File: src/rtl/axis_req_latency_mon_pkg.sv
// Shared types and helpers for the request latency monitor.
// Latency: n/a (package only).
// Backpressure: n/a (package only).
package latmon_pkg;

    // Admission state: RUN admits new packets, DRAIN holds SOPs until empty.
    typedef enum logic {
        RUN   = 1'b0,
        DRAIN = 1'b1
    } latmon_state_e;

    // Default window depth and matching pointer width; the top overrides
    // both when it is built with a different MAX_OUTSTANDING.
    localparam int MAX_OUTSTANDING_DEF = 16;
    localparam int PTR_W               = $clog2(MAX_OUTSTANDING_DEF);

    // Saturating add on operands up to 64 bits wide. The result is clamped
    // at all-ones of the given width so the accumulator pins instead of
    // wrapping once it has filled.
    function automatic logic [63:0] sat_add(
        input logic [63:0] acc,
        input logic [63:0] inc,
        input int unsigned width
    );
        logic [64:0] sum;
        logic [64:0] lim;
        sum = {1'b0, acc} + {1'b0, inc};
        lim = (65'd1 << width) - 65'd1;
        return (sum > lim) ? lim[63:0] : sum[63:0];
    endfunction

endpackage

File: src/rtl/axis_req_latency_mon_if.sv
// AXI-Stream bundle used for the request input and output of the monitor.
// Latency: n/a (wiring only).
// Backpressure: tready from slave to master, standard valid/ready.
//
// Ports: tdata/tkeep/tuser/tlast/tvalid driven by the master, tready by the
// slave. tkeep is DATA_WIDTH/8 bits, tuser is USER_WIDTH bits.
interface axis_req_latency_mon_if #(
    parameter int DATA_WIDTH = 64,
    parameter int USER_WIDTH = 64
);
    logic [DATA_WIDTH-1:0]   tdata;
    logic [DATA_WIDTH/8-1:0] tkeep;
    logic [USER_WIDTH-1:0]   tuser;
    logic                    tlast;
    logic                    tvalid;
    logic                    tready;

    modport master (
        output tdata, tkeep, tuser, tlast, tvalid,
        input  tready
    );

    modport slave (
        input  tdata, tkeep, tuser, tlast, tvalid,
        output tready
    );
endinterface

File: src/rtl/axis_req_latency_mon_ts_fifo.sv
// Timestamp FIFO holding the accept time of each outstanding request.
// Latency: head_dat is valid combinationally from the stored entry; push visible next cycle.
// Backpressure: none; push-when-full and pop-when-empty are silently dropped.
//
// Ports: clk_390/rst_n clock and async active-low reset; push/push_dat write
// side; pop read side; head_dat oldest entry; count current occupancy.
module latmon_ts_fifo
    import latmon_pkg::*;
#(
    parameter int WIDTH = 32,
    parameter int DEPTH = MAX_OUTSTANDING_DEF,
    parameter int PW    = PTR_W
) (
    input  logic             clk_390,
    input  logic             rst_n,
    input  logic             push,
    input  logic [WIDTH-1:0] push_dat,
    input  logic             pop,
    output logic [WIDTH-1:0] head_dat,
    output logic [PW:0]      count
);

    localparam logic [PW:0] FULL_CNT = (PW+1)'(DEPTH);

    logic [WIDTH-1:0] mem [DEPTH];
    logic [PW-1:0]    wr_ptr;
    logic [PW-1:0]    rd_ptr;
    logic             do_push;
    logic             do_pop;

    assign do_push  = push && (count != FULL_CNT);
    assign do_pop   = pop && (count != '0);
    assign head_dat = mem[rd_ptr];

    // DEPTH is a power of two, so pointers wrap by natural overflow.
    always_ff @(posedge clk_390 or negedge rst_n) begin
        if (!rst_n) begin
            wr_ptr <= '0;
            rd_ptr <= '0;
            count  <= '0;
        end else begin
            if (do_push) wr_ptr <= wr_ptr + 1'b1;
            if (do_pop)  rd_ptr <= rd_ptr + 1'b1;
            case ({do_push, do_pop})
                2'b10:   count <= count + 1'b1;
                2'b01:   count <= count - 1'b1;
                default: count <= count;
            endcase
        end
    end

    // Storage carries no reset; occupancy alone decides what is meaningful.
    always_ff @(posedge clk_390) begin
        if (do_push) mem[wr_ptr] <= push_dat;
    end

endmodule

File: src/rtl/axis_req_latency_mon.sv
// Inline AXIS request gate with passive response tap measuring per-request latency.
// Latency: request data path is 0 cycles; statistics update 1 cycle after the response tlast.
// Backpressure: req_in_tready follows req_out_tready, forced low at SOP while the window is full or draining.
//
// Ports: clk_390 / clk_390_rst_n clock and async active-low reset;
// req_in (slave) / req_out (master) request stream; rsp_tvalid/tready/tlast
// response tap; barrier drain pulse; stat_clear synchronous stats clear;
// nr_req/nr_rsp packet counts; outstanding occupancy; lat_valid/lat_last/
// lat_min/lat_max/lat_sum latency statistics; err_underflow sticky error;
// draining barrier in progress.
// Optional macro LATMON_TIMEOUT_EN adds parameter TIMEOUT_CYCLES and outputs
// err_timeout (sticky) and timeout_count (one count per timed-out head).
module axis_req_latency_mon
    import latmon_pkg::*;
#(
    parameter int DATA_WIDTH      = 64,
    parameter int TS_WIDTH        = 32,
    parameter int MAX_OUTSTANDING = 16,
    parameter int CNT_WIDTH       = 32,
    parameter int SUM_WIDTH       = 48
`ifdef LATMON_TIMEOUT_EN
    , parameter int TIMEOUT_CYCLES = 100000
`endif
) (
    input  logic                             clk_390,
    input  logic                             clk_390_rst_n,
    axis_req_latency_mon_if.slave            req_in,
    axis_req_latency_mon_if.master           req_out,
    input  logic                             rsp_tvalid,
    input  logic                             rsp_tready,
    input  logic                             rsp_tlast,
    input  logic                             barrier,
    input  logic                             stat_clear,
    output logic [CNT_WIDTH-1:0]             nr_req,
    output logic [CNT_WIDTH-1:0]             nr_rsp,
    output logic [$clog2(MAX_OUTSTANDING):0] outstanding,
    output logic                             lat_valid,
    output logic [TS_WIDTH-1:0]              lat_last,
    output logic [TS_WIDTH-1:0]              lat_min,
    output logic [TS_WIDTH-1:0]              lat_max,
    output logic [SUM_WIDTH-1:0]             lat_sum,
    output logic                             err_underflow,
    output logic                             draining
`ifdef LATMON_TIMEOUT_EN
    , output logic                           err_timeout
    , output logic [CNT_WIDTH-1:0]           timeout_count
`endif
);

    localparam int          PW       = $clog2(MAX_OUTSTANDING);
    localparam logic [PW:0] FULL_CNT = (PW+1)'(MAX_OUTSTANDING);

    latmon_state_e       state_q;
    latmon_state_e       state_d;
    logic [TS_WIDTH-1:0] ts_now;
    logic [TS_WIDTH-1:0] ts_head;
    logic [TS_WIDTH-1:0] lat_cur;
    logic [PW:0]         occ;
    logic [PW:0]         occ_after;
    logic                req_sop;
    logic                block;
    logic                gate;
    logic                req_fire;
    logic                push;
    logic                rsp_eop;
    logic                pop;
    logic                underflow;

    // ---------------- request path ----------------
    // Gating only ever bites at start-of-packet, so a packet that has begun
    // always runs to its tlast regardless of window or barrier state.
    assign block = (state_q == DRAIN) || (occ == FULL_CNT);
    assign gate  = req_sop & block;

    assign req_out.tdata  = req_in.tdata[DATA_WIDTH-1:0];
    assign req_out.tkeep  = req_in.tkeep[DATA_WIDTH/8-1:0];
    assign req_out.tuser  = req_in.tuser;
    assign req_out.tlast  = req_in.tlast;
    assign req_out.tvalid = req_in.tvalid & ~gate;
    assign req_in.tready  = req_out.tready & ~gate;

    assign req_fire = req_in.tvalid & req_in.tready;
    assign push     = req_fire & req_sop;

    // ---------------- response tap ----------------
    // A response only retires a request that was outstanding before this
    // cycle; a request pushed in the same cycle cannot satisfy it.
    assign rsp_eop   = rsp_tvalid & rsp_tready & rsp_tlast;
    assign pop       = rsp_eop & (occ != '0);
    assign underflow = rsp_eop & (occ == '0);

    assign lat_cur     = ts_now - ts_head;
    assign outstanding = occ;
    assign draining    = (state_q == DRAIN);

    latmon_ts_fifo #(
        .WIDTH (TS_WIDTH),
        .DEPTH (MAX_OUTSTANDING),
        .PW    (PW)
    ) u_ts_fifo (
        .clk_390  (clk_390),
        .rst_n    (clk_390_rst_n),
        .push     (push),
        .push_dat (ts_now),
        .pop      (pop),
        .head_dat (ts_head),
        .count    (occ)
    );

    // Free-running timestamp and SOP tracking of the request stream.
    always_ff @(posedge clk_390 or negedge clk_390_rst_n) begin
        if (!clk_390_rst_n) begin
            ts_now  <= '0;
            req_sop <= 1'b1;
        end else begin
            ts_now <= ts_now + 1'b1;
            if (req_fire) req_sop <= req_in.tlast;
        end
    end

    // ---------------- drain FSM ----------------
    // No SOP can be pushed while in DRAIN, so occupancy after this cycle's
    // pop is the exit condition.
    assign occ_after = occ - (PW+1)'(pop);

    always_ff @(posedge clk_390 or negedge clk_390_rst_n) begin
        if (!clk_390_rst_n) state_q <= RUN;
        else                state_q <= state_d;
    end

    always_comb begin
        state_d = state_q;
        case (state_q)
            RUN:     if (barrier) state_d = DRAIN;
            DRAIN:   if (occ_after == '0) state_d = RUN;
            default: state_d = RUN;
        endcase
    end

    // ---------------- statistics ----------------
    // stat_clear takes priority over every update in the same cycle.
    always_ff @(posedge clk_390 or negedge clk_390_rst_n) begin
        if (!clk_390_rst_n) begin
            nr_req        <= '0;
            nr_rsp        <= '0;
            lat_valid     <= 1'b0;
            lat_last      <= '0;
            lat_min       <= '1;
            lat_max       <= '0;
            lat_sum       <= '0;
            err_underflow <= 1'b0;
        end else if (stat_clear) begin
            nr_req        <= '0;
            nr_rsp        <= '0;
            lat_valid     <= 1'b0;
            lat_last      <= '0;
            lat_min       <= '1;
            lat_max       <= '0;
            lat_sum       <= '0;
            err_underflow <= 1'b0;
        end else begin
            lat_valid <= pop;
            if (push)      nr_req        <= nr_req + 1'b1;
            if (rsp_eop)   nr_rsp        <= nr_rsp + 1'b1;
            if (underflow) err_underflow <= 1'b1;
            if (pop) begin
                lat_last <= lat_cur;
                if (lat_cur < lat_min) lat_min <= lat_cur;
                if (lat_cur > lat_max) lat_max <= lat_cur;
                lat_sum <= SUM_WIDTH'(sat_add(64'(lat_sum), 64'(lat_cur),
                                              32'(SUM_WIDTH)));
            end
        end
    end

`ifdef LATMON_TIMEOUT_EN
    // ---------------- head-of-line timeout ----------------
    localparam logic [TS_WIDTH-1:0] TO_THR = TS_WIDTH'(TIMEOUT_CYCLES);

    logic to_hit;
    logic head_timed_out;

    assign to_hit = (occ != '0) && (lat_cur >= TO_THR);

    // Marks that the current head has already been counted; a pop moves to
    // a fresh head, so the mark is dropped then.
    always_ff @(posedge clk_390 or negedge clk_390_rst_n) begin
        if (!clk_390_rst_n)   head_timed_out <= 1'b0;
        else if (pop)         head_timed_out <= 1'b0;
        else if (to_hit)      head_timed_out <= 1'b1;
    end

    always_ff @(posedge clk_390 or negedge clk_390_rst_n) begin
        if (!clk_390_rst_n) begin
            err_timeout   <= 1'b0;
            timeout_count <= '0;
        end else if (stat_clear) begin
            err_timeout   <= 1'b0;
            timeout_count <= '0;
        end else if (to_hit) begin
            err_timeout <= 1'b1;
            if (!head_timed_out) timeout_count <= timeout_count + 1'b1;
        end
    end
`endif

endmodule

File: src/flat_wrapper.sv
// flat-port wrapper written by rule: the top's interface ports become plain ports
module axis_req_latency_mon_flat import latmon_pkg::*;
#(
    parameter int DATA_WIDTH      = 64,
    parameter int TS_WIDTH        = 32,
    parameter int MAX_OUTSTANDING = 16,
    parameter int CNT_WIDTH       = 32,
    parameter int SUM_WIDTH       = 48

)
  (clk_390, clk_390_rst_n, rsp_tvalid, rsp_tready, rsp_tlast, barrier, stat_clear, nr_req, nr_rsp, outstanding, lat_valid, lat_last, lat_min, lat_max, lat_sum, err_underflow, draining, req_in_tdata, req_in_tkeep, req_in_tuser, req_in_tlast, req_in_tvalid, req_in_tready, req_out_tdata, req_out_tkeep, req_out_tuser, req_out_tlast, req_out_tvalid, req_out_tready);
  axis_req_latency_mon_if #(.DATA_WIDTH(DATA_WIDTH)) req_in_i ();
  axis_req_latency_mon_if #(.DATA_WIDTH(DATA_WIDTH)) req_out_i ();
  input  logic clk_390;
  input  logic clk_390_rst_n;
  input  logic rsp_tvalid;
  input  logic rsp_tready;
  input  logic rsp_tlast;
  input  logic barrier;
  input  logic stat_clear;
  output logic [CNT_WIDTH-1:0] nr_req;
  output logic [CNT_WIDTH-1:0] nr_rsp;
  output logic [$clog2(MAX_OUTSTANDING):0] outstanding;
  output logic lat_valid;
  output logic [TS_WIDTH-1:0] lat_last;
  output logic [TS_WIDTH-1:0] lat_min;
  output logic [TS_WIDTH-1:0] lat_max;
  output logic [SUM_WIDTH-1:0] lat_sum;
  output logic err_underflow;
  output logic draining;
  input wire logic [$bits(req_in_i.tdata)-1:0] req_in_tdata;
  input wire logic [$bits(req_in_i.tkeep)-1:0] req_in_tkeep;
  input wire logic [$bits(req_in_i.tuser)-1:0] req_in_tuser;
  input wire logic [$bits(req_in_i.tlast)-1:0] req_in_tlast;
  input wire logic [$bits(req_in_i.tvalid)-1:0] req_in_tvalid;
  output wire logic [$bits(req_in_i.tready)-1:0] req_in_tready;
  output wire logic [$bits(req_out_i.tdata)-1:0] req_out_tdata;
  output wire logic [$bits(req_out_i.tkeep)-1:0] req_out_tkeep;
  output wire logic [$bits(req_out_i.tuser)-1:0] req_out_tuser;
  output wire logic [$bits(req_out_i.tlast)-1:0] req_out_tlast;
  output wire logic [$bits(req_out_i.tvalid)-1:0] req_out_tvalid;
  input wire logic [$bits(req_out_i.tready)-1:0] req_out_tready;
  assign req_in_i.tdata = req_in_tdata;
  assign req_in_i.tkeep = req_in_tkeep;
  assign req_in_i.tuser = req_in_tuser;
  assign req_in_i.tlast = req_in_tlast;
  assign req_in_i.tvalid = req_in_tvalid;
  assign req_in_tready = req_in_i.tready;
  assign req_out_tdata = req_out_i.tdata;
  assign req_out_tkeep = req_out_i.tkeep;
  assign req_out_tuser = req_out_i.tuser;
  assign req_out_tlast = req_out_i.tlast;
  assign req_out_tvalid = req_out_i.tvalid;
  assign req_out_i.tready = req_out_tready;
  axis_req_latency_mon #(.DATA_WIDTH(DATA_WIDTH), .TS_WIDTH(TS_WIDTH), .MAX_OUTSTANDING(MAX_OUTSTANDING), .CNT_WIDTH(CNT_WIDTH), .SUM_WIDTH(SUM_WIDTH)) u_core (.clk_390(clk_390), .clk_390_rst_n(clk_390_rst_n), .req_in(req_in_i), .req_out(req_out_i), .rsp_tvalid(rsp_tvalid), .rsp_tready(rsp_tready), .rsp_tlast(rsp_tlast), .barrier(barrier), .stat_clear(stat_clear), .nr_req(nr_req), .nr_rsp(nr_rsp), .outstanding(outstanding), .lat_valid(lat_valid), .lat_last(lat_last), .lat_min(lat_min), .lat_max(lat_max), .lat_sum(lat_sum), .err_underflow(err_underflow), .draining(draining));
endmodule
File: config.mk
export PLATFORM = sky130hd
export DESIGN_NAME = axis_req_latency_mon_flat
export DESIGN_NICKNAME = d
export VERILOG_FILES = /design/src/rtl/axis_req_latency_mon_pkg.sv /design/src/rtl/axis_req_latency_mon_if.sv /design/src/rtl/axis_req_latency_mon_ts_fifo.sv /design/src/rtl/axis_req_latency_mon.sv /design/src/flat_wrapper.sv
export SDC_FILE = /design/constraint.sdc
export NUM_CORES = 1
export LEC_CHECK = 0
export BUFFER_PORTS_ARGS = -buffer_cell sky130_fd_sc_hd__buf_2
export CAP_MARGIN = 25
export CORE_UTILIZATION = 30
export DETAILED_ROUTE_END_ITERATION = 10
export PLACE_DENSITY = 0.5
export SYNTH_ARGS = -nofsm -noshare
export SYNTH_HDL_FRONTEND = slang
export SYNTH_SLANG_ARGS = --single-unit
File: constraint.sdc
create_clock -name clk_390 -period 14.8 [get_ports clk_390]
set_input_delay 0.74 -clock clk_390 [delete_from_list [all_inputs] [get_ports clk_390]]
set_output_delay 0.74 -clock clk_390 [all_outputs]
set_load 0.02 [all_outputs]
==> flow_summary.yaml <==
drt:
  wl_microns: 101000
  viasPerCell: 4.93
  drt_iter0_drc: 1654
  ant_nets: 0
  first_pass_iters: 5
  vias: 22100
  drc: 0
  wl_per_cell_microns: 22.5
critical_path:
  crit_top_cell: "buf_4"
  reg2reg_depth: 23
  crit_type: "flop to flop"
  worstPathCellList: "buf_4 -> buf_4 -> mux4_2 -> mux4_2 -> inv_1 -> ha_1 -> a21o_1 -> a31o_1 -> a211o_1 -> a21o_1 -> o211ai_1 -> a31oi_1 -> a211oi_1 -> inv_1 -> ha_1 -> nand4_1 -> or2_2 -> nor4_1 -> nand4_1 -> o311ai_4 -> buf_4 -> nand2b_1 -> o21ai_0"
  cp_max_fo: 46
  reg2reg_from: "u_core.u_ts_fifo.rd_ptr[0]"
  r2r_slack_ps: 6090
  r2r-end: "u_core.lat_max[25]"
  arrival_ps: 9200
  worst_path_max_delay_cell: "buf_4"
  crit_path_end_kind: "flop"
  required_ps: 15290
  critPathMaxStageDelay_ps: 740
  crit_path_start_kind: "flop"
sta:
  finalSetupViolations: 0
  rsz0062_at_grt: "no"
  slew_violations: 0
  clock_skew_ps: 30.0
  relSlewSlack_pct: 35.7
  hold_violations: 0
  min_period_ps: 8710
  tightest_slew_ps: 964
  fin_hold_ws_ps: 145
  max_freq_mhz: 115
  finalCritPeriodShare_pct: 58.8
  tns_ps: 0
global_routing:
  grt_max_degree: 98
  track_usage_pct: 16.1
  antenna_found_initial: 0
  grt_pass1_vias: 21900
  grt_pass1_wl_microns: 149000
  grt_overflow_total: 0
power:
  power.density_nw_per_um2: 187
  p_comb_share_pct: 40.3
  seqPwrFrac_pct: 32.1
  p_sw_uw: 2890
  clkPwrFrac_pct: 27.6
  p_leak_uw: 0.0167
  ir_drop_uv: 83.1
  intPower_uw: 4880
  swShare_pct: 37.2
layout:
  utilization_pct: 34.6
  nets: 3081
  area_delta_synth_final_pct: 13.9
  instances_no_fill: 4469
  fill_cells: 11800
  drive_above_1_share_pct: 23.3
  antenna_cells: 0
clock_tree:
  clk_pin_slew_ps: 60
  cts_resized: 0
  holdBufCountCts: 0
  cts_buffer_depth: 3
  cts.sinks: 769
  clock_latency_ps: 650
  root_buffer: "clkbuf_16"
  cts_tree: "yes"
  cts_max_level: 3
  numCtsBuffers: 82
  postCtsSetupBuffers: 0
placed_design:
  portBuffers: 228
  dp_hpwl_microns: 63000
  dp_cells: 4313
  routabilityCongestion: 0.867
job:
  maxCapViolCount: 0
synth:
  seq_area_frac_synth_pct: 59.8
  synthesis.area_sq_um: 36600
  yosys_most_used_dff: "edfxtp_1"
  yosysWarnings: 0
  syn_nets: 2953
  post_synth_inst_count: 2659
  ys_seq_elements: 769
  synth_edf_count: 512
  async_flop_share_pct: 33.4
  netlist-cell-type-count: 85
  avgSynthCellArea_sq_um: 13.7
floorplan:
  core_sq_um: 120000
  rows: 127
  dieArea_sq_um: 123000
  die_x_microns: 351
  die_height_microns: 351
  initial_core_util_pct: 30.3
  boundaryPins: 501
hold_path:
  hold_path.class: "input pin to asynchronous set/reset pin"
status:
  status: "finished, final reports clean"
## cell families after synthesis
group | Yosys count | synth area share [%]
DFF | 769 | 59.8
and+or+nand+nor | 606 | 7.95
AOI/OAI and AO/OA | 415 | 7.39
buffers and inverters | 381 | 5.49
muxes | 189 | 10.7
xor gates and xnor gates | 151 | 3.62
adders and majority gates | 148 | 5.13
## power groups by stage
| stage | Sequential (uW) | Combinational, uW | Clock (uW) |
|---|---|---|---|
| after floorplan | 2540 | 2180 | 0 |
| after global placement | 2540 | 3150 | 0 |
| after detailed placement | 2540 | 3150 | 0 |
| after CTS | 2500 | 3170 | 2190 |
| after global routing | 2510 | 3460 | 2270 |
| final | 2490 | 3130 | 2140 |
## metrics by stage
step                area [sq um]  power, uW  setup slack, ps
floorplan                  36600       4730             8230
global placement           38800       5690             5960
detailed placement         38800       5690             5900
CTS                        41600       7860             5880
global route               41600       8240             5540
finish                     41600       7770             6090
## worst max path at each step
| stage | start | end | slack, ps | depth (start not counted) |
|---|---|---|---|---|
| global placement | u_core.u_ts_fifo.rd_ptr[0] | u_core.lat_max[5] | 5960 | 23 |
| finish | u_core.u_ts_fifo.rd_ptr[0] | u_core.lat_max[25] | 6090 | 23 |
| CTS | u_core.u_ts_fifo.rd_ptr[0] | u_core.lat_max[25] | 5880 | 23 |
| floorplan | u_core.u_ts_fifo.rd_ptr[0] | u_core.lat_sum[45] | 8230 | 26 |
| detailed placement | u_core.u_ts_fifo.rd_ptr[0] | u_core.lat_max[25] | 5900 | 23 |
| global route | u_core.u_ts_fifo.rd_ptr[0] | u_core.lat_max[5] | 5540 | 23 |
## layout by cell type (no fill, tap or decap), drive strengths merged, types with 7 or more instances in the layout
cell    Yosys  final
nor2b      14     14
clkbuf     76    116
dfrtp     224    224
a21o       46     46
nor3       34     34
o21a       11     11
and3       26     26
a21boi      8      8
nand2     184    184
a311oi      7      7
o31ai       7      7
nand3      61     61
o211ai     41     41
nand4      30     30
nor2      169    169
xor2       78     78
mux2i      27     27
clkinv      1     25
xnor2      73     73
edfxtp    512    512
dfstp      33     33
bufinv      0      7
nand2b     11     11
ha        145    145
and4       11     11
buf       159    279
a211oi     10     10
mux4      160    160
nor4       15     15
and2       25     25
a31oi      33     33
o21ai      89     89
a21oi     125    125
inv       145    147
## metal layers
metal	wire, microns	GRT usage, %
met1	44900	21.6
met2	48600	26.6
met3	5140	3.10
met4	2090	4.32
met5	36	0.196
## cell usage after synthesis, types with 4 or more instances
library cell / n / area, sq um
nand3_1: 61 / 305
a311oi_1: 6 / 52.6
o211ai_1: 40 / 300
and2_1: 25 / 156
buf_1: 6 / 22.5
ha_1: 145 / 1810
buf_2: 7 / 35.0
and3_1: 26 / 163
clkbuf_1: 76 / 285
or3_1: 6 / 37.5
nor2_1: 167 / 627
o21ai_0: 84 / 420
mux4_2: 160 / 3600
a21oi_1: 121 / 606
mux2i_1: 27 / 270
xor2_1: 78 / 683
o21bai_1: 6 / 45.0
o31ai_1: 5 / 37.5
nand4_1: 29 / 181
nand2b_1: 11 / 68.8
dfrtp_1: 224 / 5610
nand3b_1: 4 / 30.0
a211oi_1: 8 / 60.1
inv_1: 145 / 544
nor3_1: 31 / 155
a21boi_0: 7 / 52.6
edfxtp_1: 512 / 15400
nand2_1: 183 / 687
o21ai_1: 4 / 20.0
nor2b_1: 14 / 87.6
and4_1: 11 / 96.3
a21o_1: 46 / 345
or2_2: 6 / 37.5
buf_4: 141 / 1060
nor4_1: 12 / 75.1
a31oi_1: 33 / 206
o21a_1: 11 / 82.6
xnor2_1: 73 / 639
dfstp_2: 33 / 867
a2111oi_0: 4 / 35.0
buf_6: 5 / 56.3
## final cells by class
| class | instances | area, sq um | share of cell area, % |
|---|---|---|---|
| repair buffers | 279 | 1560 | 3.74 |
| well taps | 1612 | 2020 | 4.85 |
| clock inverters | 38 | 429 | 1.03 |
| inverters | 146 | 549 | 1.32 |
| multi-input cells | 1509 | 12800 | 30.8 |
| clock buffers | 116 | 2390 | 5.75 |
| flip-flops and latches | 769 | 21900 | 52.5 |
## state kept, by name, indices dropped and copies added (netlist names)
| signal | flops |
|---|---|
| u_core.lat_max | 32 |
| u_core.lat_valid | 1 |
| u_core.u_ts_fifo.count | 5 |
| u_core.req_sop | 1 |
| u_core.lat_sum | 48 |
| u_core.draining | 1 |
| u_core.lat_last | 32 |
| u_core.ts_now | 32 |
| u_core.u_ts_fifo.mem | 512 |
| u_core.lat_min | 32 |
| u_core.err_underflow | 1 |
| u_core.u_ts_fifo.wr_ptr | 4 |
| u_core.nr_req | 32 |
| u_core.nr_rsp | 32 |
| u_core.u_ts_fifo.rd_ptr | 4 |
## critical path, delay by kind of cell, from the launching register on
kind	cells	cell delay [ps]
compound gates	9	2340
fa+ha+maj	2	660
buf+inv	5	2320
flops	1	440
mux	2	1050
simple gates	5	1680
(Power assumes the default switching activity.)
